File: config.mk
export PLATFORM = sky130hd
export DESIGN_NAME = if_stage
export DESIGN_NICKNAME = d
export VERILOG_FILES = /design/src/rtl/cpu_defs_pkg.sv /design/src/rtl/if_inst_buf.sv /design/src/rtl/if_stage.sv
export SDC_FILE = /design/constraint.sdc
export NUM_CORES = 1
export LEC_CHECK = 0
export BUFFER_PORTS_ARGS = -buffer_cell sky130_fd_sc_hd__buf_2
export CORE_MARGIN = 10
export CORE_UTILIZATION = 50
export DETAILED_ROUTE_END_ITERATION = 7
export GPL_TIMING_DRIVEN = 0
export PLACE_DENSITY = 0.82
export SLEW_MARGIN = 25
export SYNTH_ARGS = -nofsm -noshare
export SYNTH_HDL_FRONTEND = slang
export SYNTH_SLANG_ARGS = --single-unit
export TNS_END_PERCENT = 20
File: constraint.sdc
create_clock -name clk -period 2.2 [get_ports clk]
set_input_delay 0.22 -clock clk [delete_from_list [all_inputs] [get_ports clk]]
set_output_delay 0.22 -clock clk [all_outputs]
set_load 0.005 [all_outputs]
File: src/rtl/cpu_defs_pkg.sv
// Shared CPU definitions: PC width, reset vector and the canonical NOP encoding.
// The decode stage takes its reset vector from here as well.
package cpu_defs;

    localparam int unsigned PC_W = 32;
    localparam int unsigned INST_W = 32;

    localparam logic [PC_W-1:0]   RESET_VEC = 32'h1c00_0000;
    localparam logic [INST_W-1:0] NOP_WORD  = 32'h0340_0000;  // andi r0,r0,0

    function automatic logic pc_misaligned(input logic [PC_W-1:0] pc);
        return pc[1:0] != 2'b00;
    endfunction

    // Sequential successor; wraps naturally at 2^32.
    function automatic logic [PC_W-1:0] pc_seq(input logic [PC_W-1:0] pc);
        return pc + PC_W'(4);
    endfunction

endpackage

File: src/rtl/if_inst_buf.sv
// One-entry hold register for the fetched word while decode back-pressures.
// Clear has priority over capture.
module if_inst_buf #(
    parameter int unsigned Width = 32
) (
    input  logic             clk,
    input  logic             reset,
    input  logic             capture,
    input  logic             clear,
    input  logic [Width-1:0] din,
    output logic [Width-1:0] dout,
    output logic             valid
);

    logic             valid_q, valid_d;
    logic [Width-1:0] data_q, data_d;

    always_comb begin
        valid_d = valid_q;
        data_d  = data_q;
        if (clear) begin
            valid_d = 1'b0;
        end else if (capture) begin
            valid_d = 1'b1;
            data_d  = din;
        end
    end

    always_ff @(posedge clk or posedge reset) begin
        if (reset) begin
            valid_q <= 1'b0;
            data_q  <= '0;
        end else begin
            valid_q <= valid_d;
            data_q  <= data_d;
        end
    end

    assign dout  = data_q;
    assign valid = valid_q;

endmodule

File: src/rtl/if_stage.sv
// LA32R instruction-fetch stage: owns the PC, drives the 1-cycle instruction SRAM,
// squashes on decode redirects and holds the fetched word across decode stalls.
module if_stage
    import cpu_defs::*;
#(
    parameter logic [PC_W-1:0]   RESET_PC = RESET_VEC,
    parameter logic [INST_W-1:0] NOP_INST = NOP_WORD
) (
    input  logic        clk,
    input  logic        reset,
    input  logic        ds_allow_in,
    input  logic        br_taken_cancel,
    input  logic [31:0] br_target,
    output logic        inst_sram_en,
    output logic [3:0]  inst_sram_we,
    output logic [31:0] inst_sram_addr,
    input  logic [31:0] inst_sram_rdata,
    output logic        fs_to_ds_valid,
    output logic [31:0] fs_pc,
    output logic [31:0] fs_inst,
    output logic        fs_adef
);

    logic            fs_valid_q, fs_valid_d;
    logic [PC_W-1:0] fs_pc_q, fs_pc_d;
    logic            fs_allow_in;
    logic [PC_W-1:0] seq_pc;
    logic [PC_W-1:0] nextpc;
    logic            pc_bad;

    logic              buf_capture;
    logic              buf_valid;
    logic [INST_W-1:0] inst_buf;

    // A redirect always opens the stage so the wrong-path word is replaced at once.
    always_comb begin
        fs_allow_in = ~fs_valid_q | ds_allow_in | br_taken_cancel;
        seq_pc      = pc_seq(fs_pc_q);
        nextpc      = br_taken_cancel ? br_target : seq_pc;
        fs_valid_d  = fs_valid_q;
        fs_pc_d     = fs_pc_q;
        if (fs_allow_in) begin
            fs_valid_d = 1'b1;
            fs_pc_d    = nextpc;
        end
    end

    always_ff @(posedge clk or posedge reset) begin
        if (reset) begin
            fs_valid_q <= 1'b0;
            fs_pc_q    <= RESET_PC - PC_W'(4);
        end else begin
            fs_valid_q <= fs_valid_d;
            fs_pc_q    <= fs_pc_d;
        end
    end

    // Capture only on the first stalled cycle; later rdata is no longer ours.
    assign buf_capture = fs_valid_q & ~fs_allow_in & ~buf_valid;

    if_inst_buf #(
        .Width (INST_W)
    ) u_inst_buf (
        .clk     (clk),
        .reset   (reset),
        .capture (buf_capture),
        .clear   (fs_allow_in),
        .din     (inst_sram_rdata),
        .dout    (inst_buf),
        .valid   (buf_valid)
    );

    always_comb begin
        pc_bad         = pc_misaligned(fs_pc_q);
        inst_sram_en   = ~reset & fs_allow_in;
        inst_sram_we   = 4'b0000;
        inst_sram_addr = nextpc;
        fs_to_ds_valid = fs_valid_q & ~br_taken_cancel;
        fs_pc          = fs_pc_q;
        fs_adef        = fs_to_ds_valid & pc_bad;
        if (pc_bad) begin
            fs_inst = NOP_INST;
        end else begin
            fs_inst = buf_valid ? inst_buf : inst_sram_rdata;
        end
    end

endmodule

==> impl_results.md, run 1 <==
* Worst hold path type: input port to flop
* CP Max Fanout at 7
* Unrepaired setup endpoints after global routing: true
* TritonCTS buffer count at 9
* Wire per inst at roughly 21 um
* Largest family of logic cells by synthesized area: multiplexers
* Slew HR at 0.5775
* Area delta synth->final at 42.62%
* Period Utilization, post-route at 1.174
* Cell Area, Synth at about 0.0044 sq mm
* Netlist cell types at 57
* ANT cells at 0
* Largest net degree at the start of global routing at 49
* Fraction of registers with async set/reset at 1.000
* XOR/XNOR Fraction of Synth Area at 0.06798
* CP startpoint kind: flop
* Core area at 0.008636 sq mm
* Port Buf Inserts at between 150 and 200
* Chip height at 113.6 um
* # nets final at ~740
* Syn_area_per_cell at between 9 and 10 sq um
* HPWL Detailed at about 11 mm
* Fin area at 0.006247 sq mm
* Setup ws final at -0.3822 ns
* All-layer global routing usage at 0.2260
* Root Driver: clkbuf_8
* # clock sinks at between 60 and 70
* Clock Tree Buf Depth at 2
* Compound-cell area share of the yosys netlist at 0.08569
* TritonCTS clock tree: yes
* Finished Layout Cells at about 790
* Slew @ Worst Pin at 0.6337 ns
* Die X at 113.6 um
* Post-synth EDFFs at 0
* Most frequent cells in the layout: buf_2, mux2_2, buf_4, nor2_1, dfrtp_1
* Comb pwr share at 0.286
* Router iterations before antenna repair at 5
* Vias in the first global route at roughly 4,700
* Outcome: complete, but fails checks
* Worst-case vdd ir drop at about 0.35 mV
* PwrDens at approximately 650 mW/mm^2
* Seq pwr share at 0.397
* Worst skew pair latency at 0.35 ns
* Crit Path Category: flop to primary output
* #FFs+latches synth at 66
* Post-synthesis mux area share at 0.2094
* Drt drc at 0
* Warnings, synthesis at 0
* Leak at 0.002912 uW
* Clock skew at approximately 0.0097 ns
* Drt via density at about 5.9
* Inst Count DP at 730
* Initial core utilization at 0.5072
* Switching Fraction at 0.3104
* Register area share after synthesis at 0.3845
* CP arrival at roughly 2.4 ns
* Clk slew on worst S/H paths at ~0.080 ns
* P_int at around 2800 uW
* Final hold vios at 0
* Switch Pwr at 1258 uW
* Max_cap viols at 0
* DIE AREA at between 0.01 and 0.015 sq mm
* First-pass GRT wire length at between 20 and 25 mm
* Detailed Route Iter0 Violations at 433
* Via count at between 4,000 and 5,000
* Slew Limit Fails at 0
* Placement Cell Area at ~0.0054 sq mm
* H-tree Lvls at 3
* Setup crit end kind: primary output
* Crit path required time at approximately 2 ns
* Row cnt at 34
* Fraction of the mapped netlist area in simple logic gates at 0.2051
* Layout cells sized above 1 at 0.5456
* Initial antenna violation count at 0
* I/O Pins at roughly 170
* Final setup viols at 24
* Commonest non-fill, non-tap cell in the layout: buf_2
* Ys flop type: dfrtp_1
* Max frequency at 387.3 MHz
* Pwr Total at around 4000 uW
* Clock power share at 0.317
* Post-Route WL at 16.38 mm
* Failing checks: negative setup slack
* Post-Synthesis Cells at around 450
* RD Place Congestion at between 0.8 and 0.9
* Reg-to-reg slack, setup at approximately 0.070 ns
* WHS at roughly 0.099 ns
* Crit path time final at between 2 and 3 ns
* Total gr overflow at 0
* Synth Area in Adders at 0.002856
* Pre-CTS setup slack at -0.2800 ns
* Antenna-violating nets left at 0
[power by group through the flow]
| stage | clock network [uW] | registers, uW | logic (uW) |
|---|---|---|---|
| finish | 1290 | 1610 | 1160 |
| global route | 1350 | 1630 | 1250 |
| CTS | 1290 | 1610 | 1060 |
| detailed placement | 0 | 1640 | 941 |
| global placement | 0 | 1620 | 905 |
| floorplan | 0 | 1610 | 556 |
[flip-flops by register name, summed over array words and instances, names as in the netlist]
register	cells
fs_pc	32
fs_valid_q	1
u_inst_buf.dout	32
u_inst_buf.valid	1
[layer usage]
layer,wire length (um),vias to the layer above,global-route usage
li1,-,2032,-
met1,6197,2183,0.2592
met2,7526,343,0.3757
met3,1960,85,0.09344
met4,693,0,0.06853
met5,0,-,0
[synthesized netlist by cell type, types with 9 or more instances]
cell,n,area (sq um)
mux2_2,53,596.8
nor2_1,47,176.4
dfrtp_1,40,1001
nand2_1,40,150.1
mux2i_1,32,320.3
dfstp_2,26,683.2
nand3_1,19,95.09
xnor2_1,18,157.7
clkbuf_1,16,60.06
xor2_1,16,140.1
o21ai_0,15,75.07
nand4_1,11,68.82
a21oi_1,9,45.04
buf_2,9,45.04
[kinds of logic (layout without fill, tap and decap cells)]
logic type | count (synthesis) | in the layout
muxes | 85 | 85
xor gates and xnor gates | 34 | 34
buffers and inverters | 41 | 266
other | 2 | 5
adders and majority gates | 1 | 1
AOI/OAI and AO/OA | 57 | 57
and+or+nand+nor | 166 | 166
DFF | 66 | 66
[path summary, 6_finish.rpt]
kind                               start  cells past startpoint            endpoint
setup / recovery               fs_pc[12]                      7  inst_sram_addr[30]
hold / removal             br_target[23]                      3           fs_pc[23]
setup reg to reg               fs_pc[12]                      7           fs_pc[28]
hold reg to reg                 fs_pc[5]                      2            fs_pc[5]
max in group asynchronous          reset                      4           fs_pc[22]
min in group asynchronous          reset                      3           fs_pc[26]
[stage by stage]
stage                     utilization  setup TNS (ns)
after floorplan                     -               0
after global placement         0.6204          -25.89
after detailed placement       0.6239          -3.461
after CTS                      0.7007          -4.171
after global routing           0.7234          -6.927
final                          0.7234          -5.219
[critical path: stages, from the launching register on]
cell	delay, ns
dfstp_2	0.57
nand3_4	0.18
nor4_4	0.38
buf_6	0.19
nand3_2	0.10
xnor2_1	0.18
mux2_4	0.29
buf_6	0.12
[repair_timing]
| action | CTS | global route |
|---|---|---|
| endpoints found under the hold margin | 3 | 0 |
| gates resized for setup | 45 | 38 |
| gates cloned | 1 | 0 |
| setup endpoints to repair | 58 | 60 |
| pin swaps | 17 | 17 |
| hold buffers | 1 | 0 |
| buffers inserted | 37 | 12 |
[final cells by class]
class | instances | area, sq um
Multi-Input combinational cell | 348 | 2721
Fill cell | 607 | 2389
Sequential cell | 66 | 1684
Timing Repair Buffer | 216 | 1284
Buffer | 31 | 166.4
Tap cell | 108 | 135.1
Clock buffer | 10 | 127.6
Clock inverter | 6 | 115.1
Inverter | 3 | 13.76
No activity file was read; power rests on OpenSTA's default activity.
==> run 2, diff against run 1 <==
--- a/constraint.sdc
+++ b/constraint.sdc
@@ -3,2 +3,2 @@
 set_output_delay 0.22 -clock clk [all_outputs]
-set_load 0.005 [all_outputs]
+set_load 0.01 [all_outputs]
==> impl_results.md, run 2 (synthesis gave the netlist of run 1 again) <==
* Outcome: complete, but fails checks (unchanged)
* Failing checks: negative setup slack (unchanged)
* # nets final at 737 (was 744)
* Core area at 0.008636 sq mm (unchanged)
* Post-Route WL at 15.29 mm (was 16.38 mm)
* CP startpoint: fs_pc[9] (was fs_pc[12])
* TritonCTS clock tree: yes (unchanged)
* Placement Cell Area at 0.005406 sq mm (was 0.005388 sq mm)
* Max incr delay on CP at 0.58 ns (was 0.57 ns)
* Slew HR at 0.5769 (was 0.5775)
* I/O Pins at 171 (unchanged)
* Slew @ Worst Pin at 0.6347 ns (was 0.6337 ns)
* Slew Limit Fails at 0 (unchanged)
* Crit Path Category: flop to primary output (unchanged)
* Final setup viols at 21 (was 24)
* Inst Count DP at 730 (unchanged)
* Reg-to-Reg End: fs_pc[26] (was fs_pc[28])
* Via count at 4,445 (was 4,643)
* Row cnt at 34 (unchanged)
* Clk slew on worst S/H paths at 0.08 ns (about the same)
* Unrepaired setup endpoints after global routing: true (unchanged)
* Hold Path Sink: fs_pc[23] (unchanged)
* Fin area at 0.006106 sq mm (was 0.006247 sq mm)
* R2R depth at 7 (unchanged)
* Largest net degree at the start of global routing at 51 (was 49)
* Drt drc at 0 (unchanged)
* Root Driver: clkbuf_8 (unchanged)
* CP arrival at 2.37 ns (was 2.36 ns)
* Setup crit end kind: primary output (unchanged)
* Chip height at 113.6 um (unchanged)
* Worst skew pair latency at 0.33 ns (was 0.35 ns)
* Buffers & Inverters on Critical Path at 2 (unchanged)
* Most frequent cells in the layout: buf_2, mux2_2, nor2_1, buf_4, dfrtp_1 (was buf_2, mux2_2, buf_4, nor2_1, dfrtp_1)
* ANT cells at 0 (unchanged)
* CP startpoint kind: flop (unchanged)
* Layout cells sized above 1 at 0.5409 (was 0.5456)
* Clock Tree Buf Depth at 2 (unchanged)
* Crit path max-delay family: simple AND/OR/NAND/NOR gates (unchanged)
* Worst Hold Path Cells at 3 (unchanged)
* Vias in the first global route at 4,644 (was 4,715)
* Worst hold path type: input port to flop (unchanged)
* Drt via density at 5.691 (was 5.892)
* Antenna-violating nets left at 0 (unchanged)
* Wire per inst at 19.58 um (was 20.78 um)
* Setup ws final at -0.3857 ns (was -0.3822 ns)
* Leak at 0.002787 uW (was 0.002912 uW)
* Cell chain of the critical path: nand4_4 > nor4_4 > buf_6 > nand3_4 > xnor2_2 > mux2_4 > buf_6 (was nand3_4 > nor4_4 > buf_6 > nand3_2 > xnor2_1 > mux2_4 > buf_6)
* Die X at 113.6 um (unchanged)
* Area delta synth->final at 39.39% (was 42.62%)
* Port Buf Inserts at 166 (unchanged)
* Router iterations before antenna repair at 8 (was 5)
* Reg-to-reg slack, setup at 0.03 ns (was 0.07 ns)
* Met3 Use GR at 0.06352 (was 0.09344)
* HPWL Detailed at 10.67 mm (was 10.70 mm)
* Crit path time final at 2.586 ns (was 2.582 ns)
* Pwr Total at 3788 uW (was 4053 uW)
* Max frequency at 386.7 MHz (was 387.3 MHz)
* Number of fill cells at 647 (was 607)
* Cell with the most instances on the worst path: buf_6 (unchanged)
* Period Utilization, post-route at 1.175 (was 1.174)
* Commonest non-fill, non-tap cell in the layout: buf_2 (unchanged)
* CP Max Fanout at 8 (was 7)
* Crit path required time at 1.98 ns (about the same)
* R2r startpoint: fs_pc[9] (was fs_pc[12])
* TritonCTS buffer count at 9 (unchanged)
* Max_cap viols at 0 (unchanged)
* Worst-case vdd ir drop at 0.3194 mV (was 0.3550 mV)
* Hold Crit Start: br_target[23] (unchanged)
* All-layer global routing usage at 0.2170 (was 0.2260)
* Total gr overflow at 0 (unchanged)
* Met1 GRT Util at 0.2472 (was 0.2592)
* First-pass GRT wire length at 23.19 mm (was 24.10 mm)
* H-tree Lvls at 3 (unchanged)
* Finished Layout Cells at 781 (was 788)
* Global-route layer with the greatest usage: met2 (unchanged)
* Initial core utilization at 0.5072 (unchanged)
* PwrDens at 620.5 mW/mm^2 (was 648.8 mW/mm^2)
* Final hold vios at 0 (unchanged)
* Clock skew at 0.008764 ns (was 0.009735 ns)
* Detailed Route Iter0 Violations at 413 (was 433)
* Finished Core Util at 0.7070 (was 0.7234)
* RD Place Congestion at 0.8970 (was 0.8667)
* DIE AREA at 0.01291 sq mm (unchanged)
* Initial antenna violation count at 0 (unchanged)
* Critical-path top delay cell: dfstp_2 (unchanged)
* # clock sinks at 66 (unchanged)
* Grt met2 use at 0.3769 (was 0.3757)
[run 2: layout make-up]
cell class	instances	area, sq um	share of cell area
multi-input combinational	348	2701	0.4424
sequential	66	1684	0.2758
timing repair buffer	209	1224	0.2004
buffer	31	161.4	0.02643
tap	108	135.1	0.02213
clock buffer	11	131.4	0.02152
clock inverter	5	55.05	0.009016
inverter	3	13.76	0.002254
[run 2: metrics by stage]
step	TNS (ns)	hold slack, ns	setup slack, ns
after global placement	-25.76	0.4499	-0.5855
after detailed placement	-3.057	0.1945	-0.2909
after global routing	-6.814	0.1222	-0.4554
after floorplan	0	0.3382	0.004061
after CTS	-4.340	0.1094	-0.3024
final	-4.821	0.1274	-0.3857
[run 2: repair_timing]
| action | 4_1_cts | 5_1_grt |
|---|---|---|
| hold endpoints to repair | 1 | 0 |
| hold buffers | 1 | 0 |
| setup buffers | 32 | 9 |
| pin swaps | 18 | 6 |
| setup endpoints to repair | 55 | 35 |
| gates resized for setup | 41 | 35 |
[run 2: report_power, final]
group	internal, uW	leakage [uW]	switching [uW]
clock	521	0.0000893	478
combinational	570	0.00195	597
sequential	1450	0.000747	172
total	2540	0.00279	1250
[run 2: worst max-delay path by stage]
stage          slack [ns]            endpoint  cells past startpoint
2_1_floorplan       0.004  inst_sram_addr[25]                      6
3_3_place_gp        -0.59  u_inst_buf.dout[9]                      2
3_5_place_dp        -0.29  inst_sram_addr[29]                      7
4_1_cts             -0.30  inst_sram_addr[22]                      6
5_1_grt             -0.46  inst_sram_addr[30]                      7
6_report            -0.39  inst_sram_addr[30]                      7
[run 2: worst min-delay path, cell delays in order]
cell and delay (ns):
buf_2 0.08, nand2_1 0.06, o31ai_1 0.07
[run 2: routing by layer]
| metal | up-vias | share of wire |
|---|---|---|
| li1 | 2019 | - |
| met1 | 2106 | 0.39 |
| met2 | 285 | 0.49 |
| met3 | 35 | 0.092 |
| met4 | 0 | 0.023 |
| met5 | - | 0 |
==> run 3, diff against run 2 <==
- CAP_MARGIN: not set -> 10
- PLACE_DENSITY: 0.82 -> 0.81
- SYNTH_HIERARCHICAL: not set -> 1
==> impl_results.md, run 3 <==
* Die X at 116.1 um (was 113.6 um)
* Largest family of logic cells by synthesized area: simple AND/OR/NAND/NOR gates (was multiplexers)
* Post-synth top cells: nor2_1, dfrtp_1, mux2i_1, nand2_1 (was mux2_2, nor2_1, dfrtp_1, nand2_1, mux2i_1)
* Worst-case vdd ir drop at 0.3933 mV (was 0.3194 mV)
* Comb pwr share at 0.335 (was 0.308)
* Placement Cell Area at 0.005620 sq mm (was 0.005406 sq mm)
* Failing checks: negative setup slack (unchanged)
* Finished Layout Cells at 828 (was 781)
* CP startpoint kind: flop (unchanged)
* TritonCTS buffer count at 9 (unchanged)
* Chip height at 116.1 um (was 113.6 um)
* TNS Setup at -8.048 ns (was -4.821 ns)
* Max frequency at 367.7 MHz (was 386.7 MHz)
* H-tree Lvls at 3 (unchanged)
* Detailed Route Iter0 Violations at 565 (was 413)
* Post-synthesis mux area share at 0.1988 (was 0.2094)
* Multi-input gate area at 0.003090 sq mm (was 0.002701 sq mm)
* Slew HR at 0.5010 (was 0.5769)
* Period Utilization, post-route at 1.236 (was 1.175)
* Register Area at 0.001684 sq mm (unchanged)
* Compound-cell area share of the yosys netlist at 0.1120 (was 0.08569)
* TritonCTS clock tree: yes (unchanged)
* Core area at 0.008848 sq mm (was 0.008636 sq mm)
* Post-synth top area share at 0.2169 (was 0.2285)
* R2r startpoint: fs_valid_q (was fs_pc[9])
* RD Place Congestion at 0.9266 (was 0.8970)
* Fraction of the mapped netlist area in simple logic gates at 0.2354 (was 0.2051)
* Outcome: complete, but fails checks (unchanged)
* Drt drc at 0 (unchanged)
* Drt via density at 6.219 (was 5.691)
* Max_cap viols at 0 (unchanged)
* First-pass GRT wire length at 26.57 mm (was 23.19 mm)
* Worst skew pair latency at 0.34 ns (was 0.33 ns)
* Clock power share at 0.244 (was 0.264)
* Final setup viols at 54 (was 21)
* Setup ws final at -0.5195 ns (was -0.3857 ns)
* Leak at 0.002970 uW (was 0.002787 uW)
* Router iterations before antenna repair at 6 (was 8)
* Critical-path top delay cell: dfstp_2 (unchanged)
* Clk slew on worst S/H paths at 0.08 ns (about the same)
* Crit path required time at 1.98 ns (about the same)
* Port Buf Inserts at 165 (was 166)
* Crit path time final at 2.720 ns (was 2.586 ns)
* Initial antenna violation count at 0 (unchanged)
* PwrDens at 586.1 mW/mm^2 (was 620.5 mW/mm^2)
* Switching Fraction at 0.3591 (was 0.3290)
* Crit Path Category: flop to primary output (unchanged)
* Wire per inst at 21.72 um (was 19.58 um)
* I/O Pins at 171 (unchanged)
* DIE AREA at 0.01347 sq mm (was 0.01291 sq mm)
* Warnings, synthesis at 6 (was 0)
* HPWL Detailed at 11.94 mm (was 10.67 mm)
* Clock skew at 0.008197 ns (was 0.008764 ns)
* Inst Count DP at 772 (was 730)
* Setup crit end kind: primary output (unchanged)
* Cell chain of the critical path: nand4_1 > or3_4 > or3_1 > a211oi_2 > buf_2 (was nand4_4 > nor4_4 > buf_6 > nand3_4 > xnor2_2 > mux2_4 > buf_6)
* XOR/XNOR Fraction of Synth Area at 0.02467 (was 0.06798)
* Total gr overflow at 0 (unchanged)
* All-layer global routing usage at 0.2458 (was 0.2170)
* Max incr delay on CP at 0.65 ns (was 0.58 ns)
* Unrepaired setup endpoints after global routing: true (unchanged)
* Largest net degree at the start of global routing at 34 (was 51)
* Initial core utilization at 0.5215 (was 0.5072)
* Buffers & Inverters on Critical Path at 1 (was 2)
* Pwr Total at 3897 uW (was 3788 uW)
* Row cnt at 34 (unchanged)
* CP Max Fanout at 11 (was 8)
* Area delta synth->final at 44.09% (was 39.39%)
* Switch Pwr at 1399 uW (was 1246 uW)
* Post-Route WL at 17.98 mm (was 15.29 mm)
* Reg-to-Reg End: u_inst_buf/dout[28] (was fs_pc[26])
* Ys flop type: dfrtp_1 (unchanged)
* Via count at 5,149 (was 4,445)
* Synth Area in Adders at 0.002711 (was 0.002856)
* Layout cells sized above 1 at 0.5292 (was 0.5409)
* Netlist cell types at 54 (was 57)
* Antenna-violating nets left at 0 (unchanged)
* CP startpoint: fs_pc[23] (was fs_pc[9])
* Syn_area_per_cell at 9.303 sq um (was 9.691 sq um)
* Root Driver: clkbuf_8 (unchanged)
* ANT cells at 0 (unchanged)
* Most frequent cells in the layout: buf_2, nor2_1, buf_4, dfrtp_1, mux2i_1 (was buf_2, mux2_2, nor2_1, buf_4, dfrtp_1)
* Commonest non-fill, non-tap cell in the layout: buf_2 (unchanged)
* Cell Area, Synth at 0.004614 sq mm (was 0.004380 sq mm)
* Vias in the first global route at 5,269 (was 4,644)
* # nets final at 784 (was 737)
* #FFs+latches synth at 66 (unchanged)
* Main area contributors after synthesis: dfrtp_1, dfstp_2, mux2_4 (was dfrtp_1, dfstp_2, mux2_2)
* R2R depth at 10 (was 7)
* Worst hold path type: input port to async pin (was input port to flop)
* Post-synth EDFFs at 0 (unchanged)
* Cell taking the most area after synthesis: dfrtp_1 (unchanged)
* Final hold vios at 0 (unchanged)
* Crit path max-delay family: simple AND/OR/NAND/NOR gates (unchanged)
* Post-Synthesis Cells at 496 (was 452)
* CP arrival at 2.50 ns (was 2.37 ns)
* Slew @ Worst Pin at 0.7474 ns (was 0.6347 ns)
* # clock sinks at 66 (unchanged)
* Top-count cell post-synth: nor2_1 (was mux2_2)
* Fraction of registers with async set/reset at 1.000 (unchanged)
* Register area share after synthesis at 0.3650 (was 0.3845)
* Reg-to-reg slack, setup at -0.06 ns (was 0.03 ns)
* Fin area at 0.006649 sq mm (was 0.006106 sq mm)
* Seq pwr share at 0.421 (was 0.428)
* WHS at 0.006971 ns (was 0.1274 ns)
* P_int at 2498 uW (was 2542 uW)
* Clock Tree Buf Depth at 2 (unchanged)
* Slew Limit Fails at 0 (unchanged)
* Number of fill cells at 587 (was 647)
-- run 3: cell count changes in the layout (fill, tap and decap cells not counted), moves of 6 or more --
cell,before,now
a21boi_1,7,1
clkbuf_2,1,7
xor2_1,16,3
nand3_2,6,0
mux2_4,4,31
mux2_2,49,12
nor3_1,4,12
a31oi_1,1,11
buf_2,170,163
nand2_1,36,30
nor2_1,43,69
-- run 3: how the worst max path moves through the flow --
stage,cells past startpoint,end,slack (ns)
4_1_cts,6,inst_sram_addr[29],-0.49
3_5_place_dp,11,u_inst_buf/dout[17],-0.44
6_report,5,inst_sram_addr[31],-0.52
2_1_floorplan,5,inst_sram_addr[21],-0.03
5_1_grt,7,inst_sram_addr[22],-0.58
3_3_place_gp,11,u_inst_buf/dout[19],-0.41
-- run 3: kinds of logic after synthesis --
logic type               after synthesis
XOR/XNOR                              13
buffers and inverters                 52
AO/OA/AOI/OAI                         76
AND/OR/NAND/NOR                      211
multiplexers                          75
other                                  2
adder cells (fa/ha/maj)                1
flip-flops                            66
-- run 3: worst reg2reg max path: cells and delay by family (launching register included) --
kind	cells	cell delay, ns
DFF	1	0.39
and+or+nand+nor	4	0.59
muxes	1	0.31
buffers and inverters	5	0.85
-- run 3: power groups by stage --
stage	clock network [uW]	logic (uW)	registers [uW]
final	950	1310	1640
after global placement	0	1030	1620
after detailed placement	0	1070	1630
after floorplan	0	648	1620
after global routing	1010	1390	1660
after CTS	964	1180	1630
-- run 3: layout make-up --
type,count,area share
tap,108,0.02032
timing repair buffer,211,0.1859
multi-input combinational,381,0.4648
inverter,8,0.004516
clock buffer,10,0.02070
sequential,66,0.2533
clock inverter,6,0.006398
buffer,38,0.04403
-- run 3: per-layer routing --
layer,up-vias,wire [um],GRT usage
li1,2244,-,-
met1,2405,6423,0.2845
met2,399,8606,0.4005
met3,101,2039,0.07649
met4,0,910,0.1309
met5,-,0,0
-- run 3: repair_timing --
item                       4_1_cts  5_1_grt
gates cloned                     1        0
setup endpoints to repair       90       63
hold buffers                     0        0
gates resized for setup         71       46
pin swaps                       21       21
setup buffers                   36       12
-- run 3: through the flow --
| step | util | setup slack (ns) |
|---|---|---|
| floorplan | - | -0.03114 |
| CTS | 0.7199 | -0.4938 |
| detailed placement | 0.6352 | -0.4449 |
| global route | 0.7514 | -0.5813 |
| finish | 0.7514 | -0.5195 |
| global placement | 0.6352 | -0.4125 |
